**src/rtl/fp16_divider.sv**
```systemverilog
// fp16_divider: iterative IEEE-754 binary16 divider, out = a / b, round-to-nearest-even.
// Ports:
//   clk, rst            clock; asynchronous active-high reset
//   in_valid/in_ready   operand handshake (ready only while idle)
//   a, b                dividend / divisor, fp16
//   out_valid/out_ready result handshake; out held until accepted
//   out                 quotient, fp16 (registered)
module fp16_divider #(
  parameter logic [15:0] QNAN = 16'h7e00,
  parameter int          ITER = 14
) (
  input  logic        clk,
  input  logic        rst,
  input  logic        in_valid,
  output logic        in_ready,
  input  logic [15:0] a,
  input  logic [15:0] b,
  output logic        out_valid,
  input  logic        out_ready,
  output logic [15:0] out
);
  typedef enum logic [1:0] {IDLE, DIV, ROUND, DONE} state_t;
  state_t             state_q;
  logic               s_q;
  logic signed [6:0]  e_q;
  logic [10:0]        mb_q;
  logic [11:0]        rem_q;
  logic [13:0]        q_q;
  logic [3:0]         cnt_q;
  logic [15:0]        out_q;
  logic               out_valid_q;
  logic [4:0]         ea, eb;
  logic               a_zero, a_inf, a_nan, b_zero, b_inf, b_nan;
  logic               s_in, spec_nan, spec_inf, spec_zero, special;
  logic [15:0]        spec_out;
  logic signed [6:0]  e_in;
  logic               ge;
  logic [11:0]        rem_sub, rem_d;
  logic [13:0]        q_d;
  logic               hi, g, st, up;
  logic [9:0]         frac_r;
  logic [10:0]        frac_sum;
  logic signed [6:0]  e_n, e_r;
  logic [15:0]        round_out;
  assign ea        = a[14:10];
  assign eb        = b[14:10];
  // subnormals (exponent 0) are flushed to zero
  assign a_zero    = ea == 5'd0;
  assign b_zero    = eb == 5'd0;
  assign a_inf     = (&ea) & ~(|a[9:0]);
  assign b_inf     = (&eb) & ~(|b[9:0]);
  assign a_nan     = (&ea) & (|a[9:0]);
  assign b_nan     = (&eb) & (|b[9:0]);
  assign s_in      = a[15] ^ b[15];
  assign spec_nan  = a_nan | b_nan | (a_zero & b_zero) | (a_inf & b_inf);
  assign spec_inf  = a_inf | b_zero;
  assign spec_zero = a_zero | b_inf;
  assign special   = spec_nan | spec_inf | spec_zero;
  assign spec_out  = spec_nan ? QNAN : spec_inf ? {s_in, 15'h7c00} : {s_in, 15'h0000};
  assign e_in      = $signed({2'b00, ea}) - $signed({2'b00, eb}) + 7'sd15;
  // restoring step: remainder stays below 2*mb, so 12 bits never overflow
  assign ge        = rem_q >= {1'b0, mb_q};
  assign rem_sub   = ge ? rem_q - {1'b0, mb_q} : rem_q;
  assign rem_d     = rem_sub << 1;
  assign q_d       = {q_q[12:0], ge};
  // quotient lies in [0.5, 2); the hidden bit is q[13] or q[12], so only the fraction is kept
  assign hi        = q_q[13];
  assign frac_r    = hi ? q_q[12:3] : q_q[11:2];
  assign g         = hi ? q_q[2] : q_q[1];
  assign st        = (hi ? |q_q[1:0] : q_q[0]) | (|rem_q);
  assign e_n       = hi ? e_q : e_q - 7'sd1;
  assign up        = g & (st | frac_r[0]);
  assign frac_sum  = {1'b0, frac_r} + {10'd0, up};
  // a carry out of the fraction leaves it zero, which is exactly 1.0 at the next exponent
  assign e_r       = frac_sum[10] ? e_n + 7'sd1 : e_n;
  assign round_out = (e_r >= 7'sd31) ? {s_q, 15'h7c00} :
                     (e_r <= 7'sd0)  ? {s_q, 15'h0000} : {s_q, e_r[4:0], frac_sum[9:0]};
  assign in_ready  = state_q == IDLE;
  assign out_valid = out_valid_q;
  assign out       = out_q;
  always_ff @(posedge clk or posedge rst) begin
    if (rst) begin
      state_q     <= IDLE;
      s_q         <= 1'b0;
      e_q         <= '0;
      mb_q        <= '0;
      rem_q       <= '0;
      q_q         <= '0;
      cnt_q       <= '0;
      out_q       <= '0;
      out_valid_q <= 1'b0;
    end else begin
      case (state_q)
        IDLE: if (in_valid) begin
          s_q <= s_in;
          if (special) begin
            out_q       <= spec_out;
            out_valid_q <= 1'b1;
            state_q     <= DONE;
          end else begin
            e_q     <= e_in;
            mb_q    <= {1'b1, b[9:0]};
            rem_q   <= {2'b01, a[9:0]};
            q_q     <= '0;
            cnt_q   <= '0;
            state_q <= DIV;
          end
        end
        DIV: begin
          rem_q <= rem_d;
          q_q   <= q_d;
          cnt_q <= cnt_q + 4'd1;
          if (cnt_q == 4'(ITER - 1)) state_q <= ROUND;
        end
        ROUND: begin
          out_q       <= round_out;
          out_valid_q <= 1'b1;
          state_q     <= DONE;
        end
        DONE: if (out_ready) begin
          out_valid_q <= 1'b0;
          state_q     <= IDLE;
        end
        default: state_q <= IDLE;
      endcase
    end
  end
endmodule
```
**config.mk**
```make
export PLATFORM = sky130hd
export DESIGN_NAME = fp16_divider
export DESIGN_NICKNAME = d
export VERILOG_FILES = /design/src/rtl/fp16_divider.sv
export SDC_FILE = /design/constraint.sdc
export NUM_CORES = 1
export LEC_CHECK = 0
export CAP_MARGIN = 20
export CORE_MARGIN = 3
export CORE_UTILIZATION = 57
export CTS_CLUSTER_SIZE = 16
export DETAILED_ROUTE_END_ITERATION = 12
export GPL_TIMING_DRIVEN = 1
export PLACE_DENSITY = 0.86
export SLEW_MARGIN = 10
export SYNTH_ARGS = -nofsm -noshare
export SYNTH_HDL_FRONTEND = slang
export SYNTH_SLANG_ARGS = --single-unit
```
**constraint.sdc**
```tcl
create_clock -name clk -period 4.2 [get_ports clk]
set_input_delay 0.42 -clock clk [delete_from_list [all_inputs] [get_ports clk]]
set_output_delay 0.42 -clock clk [all_outputs]
set_load 0.03 [all_outputs]
```
# Word level (Yosys, flattened, before mapping)

Cells that the tools add are included.

Flip-flop bits (word level): 68
Output and inout port bits: 18

Add/sub/neg operators: 7
$lt $le $gt $ge: 3
Eq/ne operators: 9
Muxes and demuxes: 31
Bitwise operators: 20
Reduce and logical (&&, ||, !) cells: 18

Operators with widths:

| operator                                                       | count |
|---|---|
| 16-bit 2-to-1 mux                                              | 3 |
| 15-bit 2-to-1 mux                                              | 3 |
| 16-bit case mux with 2 select lines                            | 1 |
| 14-bit 2-to-1 mux                                              | 2 |
| 14-bit case mux with 2 select lines                            | 1 |
| 12-bit 2-to-1 mux                                              | 2 |
| 12-bit case mux with 2 select lines                            | 1 |
| 10-bit OR reduction                                            | 2 |
| 7-bit 2-to-1 mux                                               | 2 |
| 12-bit by 11-bit greater-or-equal comparator with 1-bit output | 1 |
| 3-bit AND reduction                                            | 4 |
| 12-bit OR reduction                                            | 1 |
| 10-bit by 1-bit adder with 11-bit output                       | 1 |
| 11-bit 2-to-1 mux                                              | 1 |
| 11-bit subtractor                                              | 1 |
| 5-bit logical NOT                                              | 2 |
| 10-bit 2-to-1 mux                                              | 1 |
| 5-bit AND reduction                                            | 2 |
| 1-bit OR                                                       | 9 |
| 2-bit 2-to-1 mux                                               | 4 |
| 4-bit 2-to-1 mux                                               | 2 |
| 2-bit inequality test (second input constant)                  | 4 |
| 2-bit case mux with 4 select lines                             | 1 |
| 4-bit case mux with 2 select lines                             | 1 |
| 22 further kinds                                               | 36 |

# Logic depth before layout (Yosys ltp)

Word-level depth: 11
Gate-level depth with buffers: 14
Depth with buffers taken out: 10

# Least setup slack after synthesis

OpenSTA, ideal clock, no wires.

Path type: register to register
From: register q_q[13]
To: register out_q[9] (netlist: out[9])
Setup time: 126 ps
Data arrival time: 3378 ps
Required time: 4074 ps
Setup slack: 696 ps
Stages on the path, launching flop included: 15
Buffers on the path: 4
Period minus slack after synthesis: 3504 ps
Cells stage by stage: dfrtp_1 -> buf_6 -> buf_2 -> clkbuf_1 -> nand2_1 -> a21boi_0 -> ha_1 -> nand3_2 -> or4_4 -> nor2_4 -> a31oi_1 -> or4b_1 -> o2111a_1 -> buf_6 -> a221o_1

Word-level cells in the longest chain between the ends: 10
Elaborated cells on any way between the ends: 15
Those cells by class: add/sub (2); order compare (2); mux (8); bitwise (3)

Ends and longest elaborated chain:

| item                                           | line | source |
|---|---|---|
| from (decl)                                    | 28   | `logic [13:0] q_q;` |
| from (signal assigned)                         | 111  | `q_q <= q_d;` |
| 1-bit 2-to-1 mux                               | 70   | `assign st = (hi ? \|q_q[1:0] : q_q[0]) \| (\|rem_q);` |
| 1-bit OR                                       | 70   |  |
| 1-bit OR                                       | 72   | `assign up = g & (st \| frac_r[0]);` |
| 1-bit bitwise AND                              | 72   |  |
| 10-bit by 1-bit adder with 11-bit output       | 73   | `assign frac_sum = {1'b0, frac_r} + {10'd0, up};` |
| 7-bit 2-to-1 mux                               | 75   | `assign e_r = frac_sum[10] ? e_n + 7'sd1 : e_n;` |
| 7-bit by 1-bit <= comparator with 1-bit output | 77   | `(e_r <= 7'sd0) ? {s_q, 15'h0000} : {s_q, e_r[4:0], frac_sum[9:0]};` |
| 15-bit 2-to-1 mux                              | 77   |  |
| 15-bit 2-to-1 mux *                            | 76   | `assign round_out = (e_r >= 7'sd31) ? {s_q, 15'h7c00} :` |
| 16-bit case mux with 2 select lines *          | 93   | `case (state_q)` |
| to (signal assigned)                           | 97   | `out_q <= spec_out;` |
| to (signal assigned)                           | 116  | `out_q <= round_out;` |
| to (decl)                                      | 30   | `logic [15:0] out_q;` |

Every way passes the cells marked *; elsewhere a longest branch is shown, timed or not.
A chain may end at the register's enable or synchronous reset.

# Worst setup path in the final report

Same ends and word-level chain as after synthesis.

==> impl_metrics.csv <==
group,metric,value,unit
cells_and_area,filler_cell_count,587,
die,floorplan.initialDensity,60.4,%
clock_tree,cts.sink_count,68,
timing,worst_hold_slack,367,ps
cells_and_area,area.growth.synth_to_final,16.6,%
clock_tree,clk_transition_reported_paths,70,ps
outcome,outcome,"finished, final reports clean",
cells_and_area,area_used_by_multi_input_combinational_logic,2830,um2
die,die_y,97.7,um
timing,total_negative_slack,0,ps
detailed_routing,postRouteWirelength,10700,um
synthesis,synth-main-ff-cell,"dfrtp_1",
critical_path,crit_fanout,24,
timing,worst_clock_skew,9.88,ps
global_route,wire_length_of_the_first_global_routing_pass,18500,um
synthesis,synth_warnings,0,
clock_tree,cts_resized,0,
timing,timing.final.setup_violations,0,
synthesis,yosys_reg_bits,68,
timing,rsz0062_at_grt,"false",
cells_and_area,final-seq-area,1700,um2
cells_and_area,finish.utilization,70.4,%
die,io_pins,54,
global_route,grt_usage,23.3,%
synthesis,synth_enable_flop_cells,0,
timing,timing.final.max_slew_violations,0,
place,dpl-instance-area,5360,um2
cells_and_area,num_antenna_cells,0,
detailed_routing,vias,4118,
detailed_routing,drt_first_iter_violations,218,
power_and_ir_drop,peakVddDrop,0.402,mV
clock_tree,tritoncts_clock_tree,"yes",
cells_and_area,post_route_cells_drive_above_1_share,8.62,%
cells_and_area,post-route-cell-area,5580,um2
timing,finalHoldViolations,0,
critical_path,critical-path-slowest-cell,"nor4_4",
timing,fin_crit_sh,85.8,%
timing,fin_worst_setup_slack,598,ps
timing,period_needed,3600,ps
critical_path,cells_along_the_critical_path,"buf_4, nand2_1, a21boi_0, ha_1, nand3_2, nor4_4, o2111ai_1, xnor2_1, or4b_1, o2111a_1, a221o_1",
detailed_routing,vias_per_cell,6.04,
timing,maxSlewHeadroom,26.9,%
synthesis,synthesis.area_per_instance,8.97,um2
power_and_ir_drop,fin_total_pwr,3.74,mW
power_and_ir_drop,pwr_density_cell,669,nW/um2
die,design.die.area,9540,um2
clock_tree,cts_hold_repair.buffers,0,
hold_path,hold_class,"in -> async",
clock_tree,cts_max_path_buffers,2,
critical_path,worst_path_largest_cell_delay,480,ps
synthesis,synth_async_sr_flop_share,100,%
critical_path,cp.arrival,3830,ps
place,hpwl,8210,um
clock_tree,buffers_inserted_during_post_cts_setup_optimization,0,
clock_tree,cts-htree-levels,3,
die,placementRows,32,
place,place.detailed.instances,666,
clock_tree,root_buffer,"clkbuf_8",
synthesis,seq_total_area_yosys,35.5,%
detailed_routing,routed_wire_length_per_instance,15.8,um
detailed_routing,detail_route.drc_violations,0,
cells_and_area,final_cells,682,
power_and_ir_drop,power.leakage,2.38,nW
synthesis,yosys.cell_types.count,61,
place,placement.io_buffers,53,
place,place_ws,689,ps
critical_path,crit_buf_inv,1,
critical_path,crit-reg2reg-launch,"q_q[13]$_DFFE_PP0P_",
global_route,first_global_vias,3915,
cells_and_area,final_nets,640,
timing,worst-slew-pin-transition,1090,ps
critical_path,cp-startpoint,"q_q[13]$_DFFE_PP0P_",
global_route,number_of_antenna_violations_at_the_first_check_in_global_routing,0,
synthesis,syn_area,4790,um2
timing,achievable-frequency,278,MHz
synthesis,syn_inst,534,
detailed_routing,drt_first_pass_iters,5,
die,die_w,97.7,um
critical_path,worstSetupStartpointType,"register",
synthesis,postSynthNetCount,598,
clock_tree,tritoncts.num_buffers,9,
die,coreArea,7930,um2
critical_path,crit_family,"simple AND/OR/NAND/NOR gates",
critical_path,timing.critical_path.required,4430,ps
global_route,grt_max_degree,48,
critical_path,worst-setup-path-type,"reg -> reg",
detailed_routing,antenna_violating_nets_remaining,0,
clock_tree,insertion_delay_of_the_later_clocked_pin_in_the_worst_skew_pair,340,ps
place,gp_congestion,0.961,
job,maxCapViolCount,0,
global_route,grt_overflow_total,0,
critical_path,crit_path_end_kind,"register",
[area by class of cell]
class,instances,area share [%]
multi-input combinational,403,50.6
sequential,68,30.5
timing repair buffer,61,10.8
clock buffer,14,3.09
tap,102,2.29
inverter,33,2.22
clock inverter,1,0.538
[Yosys cell counts (5+ instances only)]
cell type	n	area share [%]
nor4_1	10	1.3
a22oi_1	8	1.3
o21ai_0	46	4.8
nand3_1	17	1.8
buf_2	6	0.63
a211oi_1	8	1.3
clkbuf_1	16	1.3
nor3_1	11	1.1
nor2b_1	5	0.65
xor2_1	10	1.8
nand2b_1	5	0.65
xnor2_1	25	4.6
nor2_1	25	2.0
nand2_1	62	4.9
o31ai_1	5	0.78
ha_1	26	6.8
nand4_1	9	1.2
a22o_1	12	2.2
a21o_1	8	1.3
a21oi_1	14	1.5
inv_1	33	2.6
mux2i_1	18	3.8
dfrtp_1	68	36
mux2_2	17	4.0
[sequential cells by signal, indices dropped and copies added, names as in the netlist, 2 cells and up]
name	count
out	16
q_q	14
rem_q	12
mb_q	11
e_q	7
cnt_q	4
state_q	2
[power by group]
part	internal (mW)	switching [mW]	total [mW]
sequential	0.857	0.215	1.07
clock	0.321	0.241	0.562
combinational	0.934	1.17	2.10
[logic make-up after synthesis]
group | share of synthesized area [%]
simple gates | 18.6
compound gates | 18.2
flops | 35.5
buf+inv | 5.59
xor+xnor | 6.74
mux | 7.76
fa+ha+maj | 7.63
[placed cells by master, fill, tap and decap left out, types with 9 or more instances in the layout]
cell type         n
mux2_2           17
nor2_1           25
a22o_1           12
mux2i_1          18
ha_1             26
clkbuf_8         12
o21ai_0          46
xnor2_1          25
dfrtp_1          68
xor2_1           10
clkdlybuf4s50_1  53
a21oi_1          14
nand3_1          17
nor3_1           11
nand4_1           9
inv_1            32
nand2_1          62
nor4_1           10
[worst paths after layout]
kind	end	slack (ps)	depth (start not counted)
max in group asynchronous	cnt_q[1]$_DFFE_PP0P_	3210	3
setup reg to reg	out[9]$_DFFE_PP0P_	600	11
hold / removal	out[12]$_DFFE_PP0P_	370	2
setup / recovery	out[9]$_DFFE_PP0P_	600	11
min in group clk	mb_q[10]$_DFFE_PP0P_	470	2
hold reg to reg	mb_q[10]$_DFFE_PP0P_	470	2
[routing by layer]
layer / wire length [um] / global-route usage, % / vias to the layer above
met5: 0 / 0 / -
met4: 82 / 6.18 / 0
met3: 561 / 4.38 / 12
met2: 5220 / 38.7 / 137
met1: 4890 / 31.3 / 1966
li1: - / - / 2003
Power figures use the tool's default switching activity.
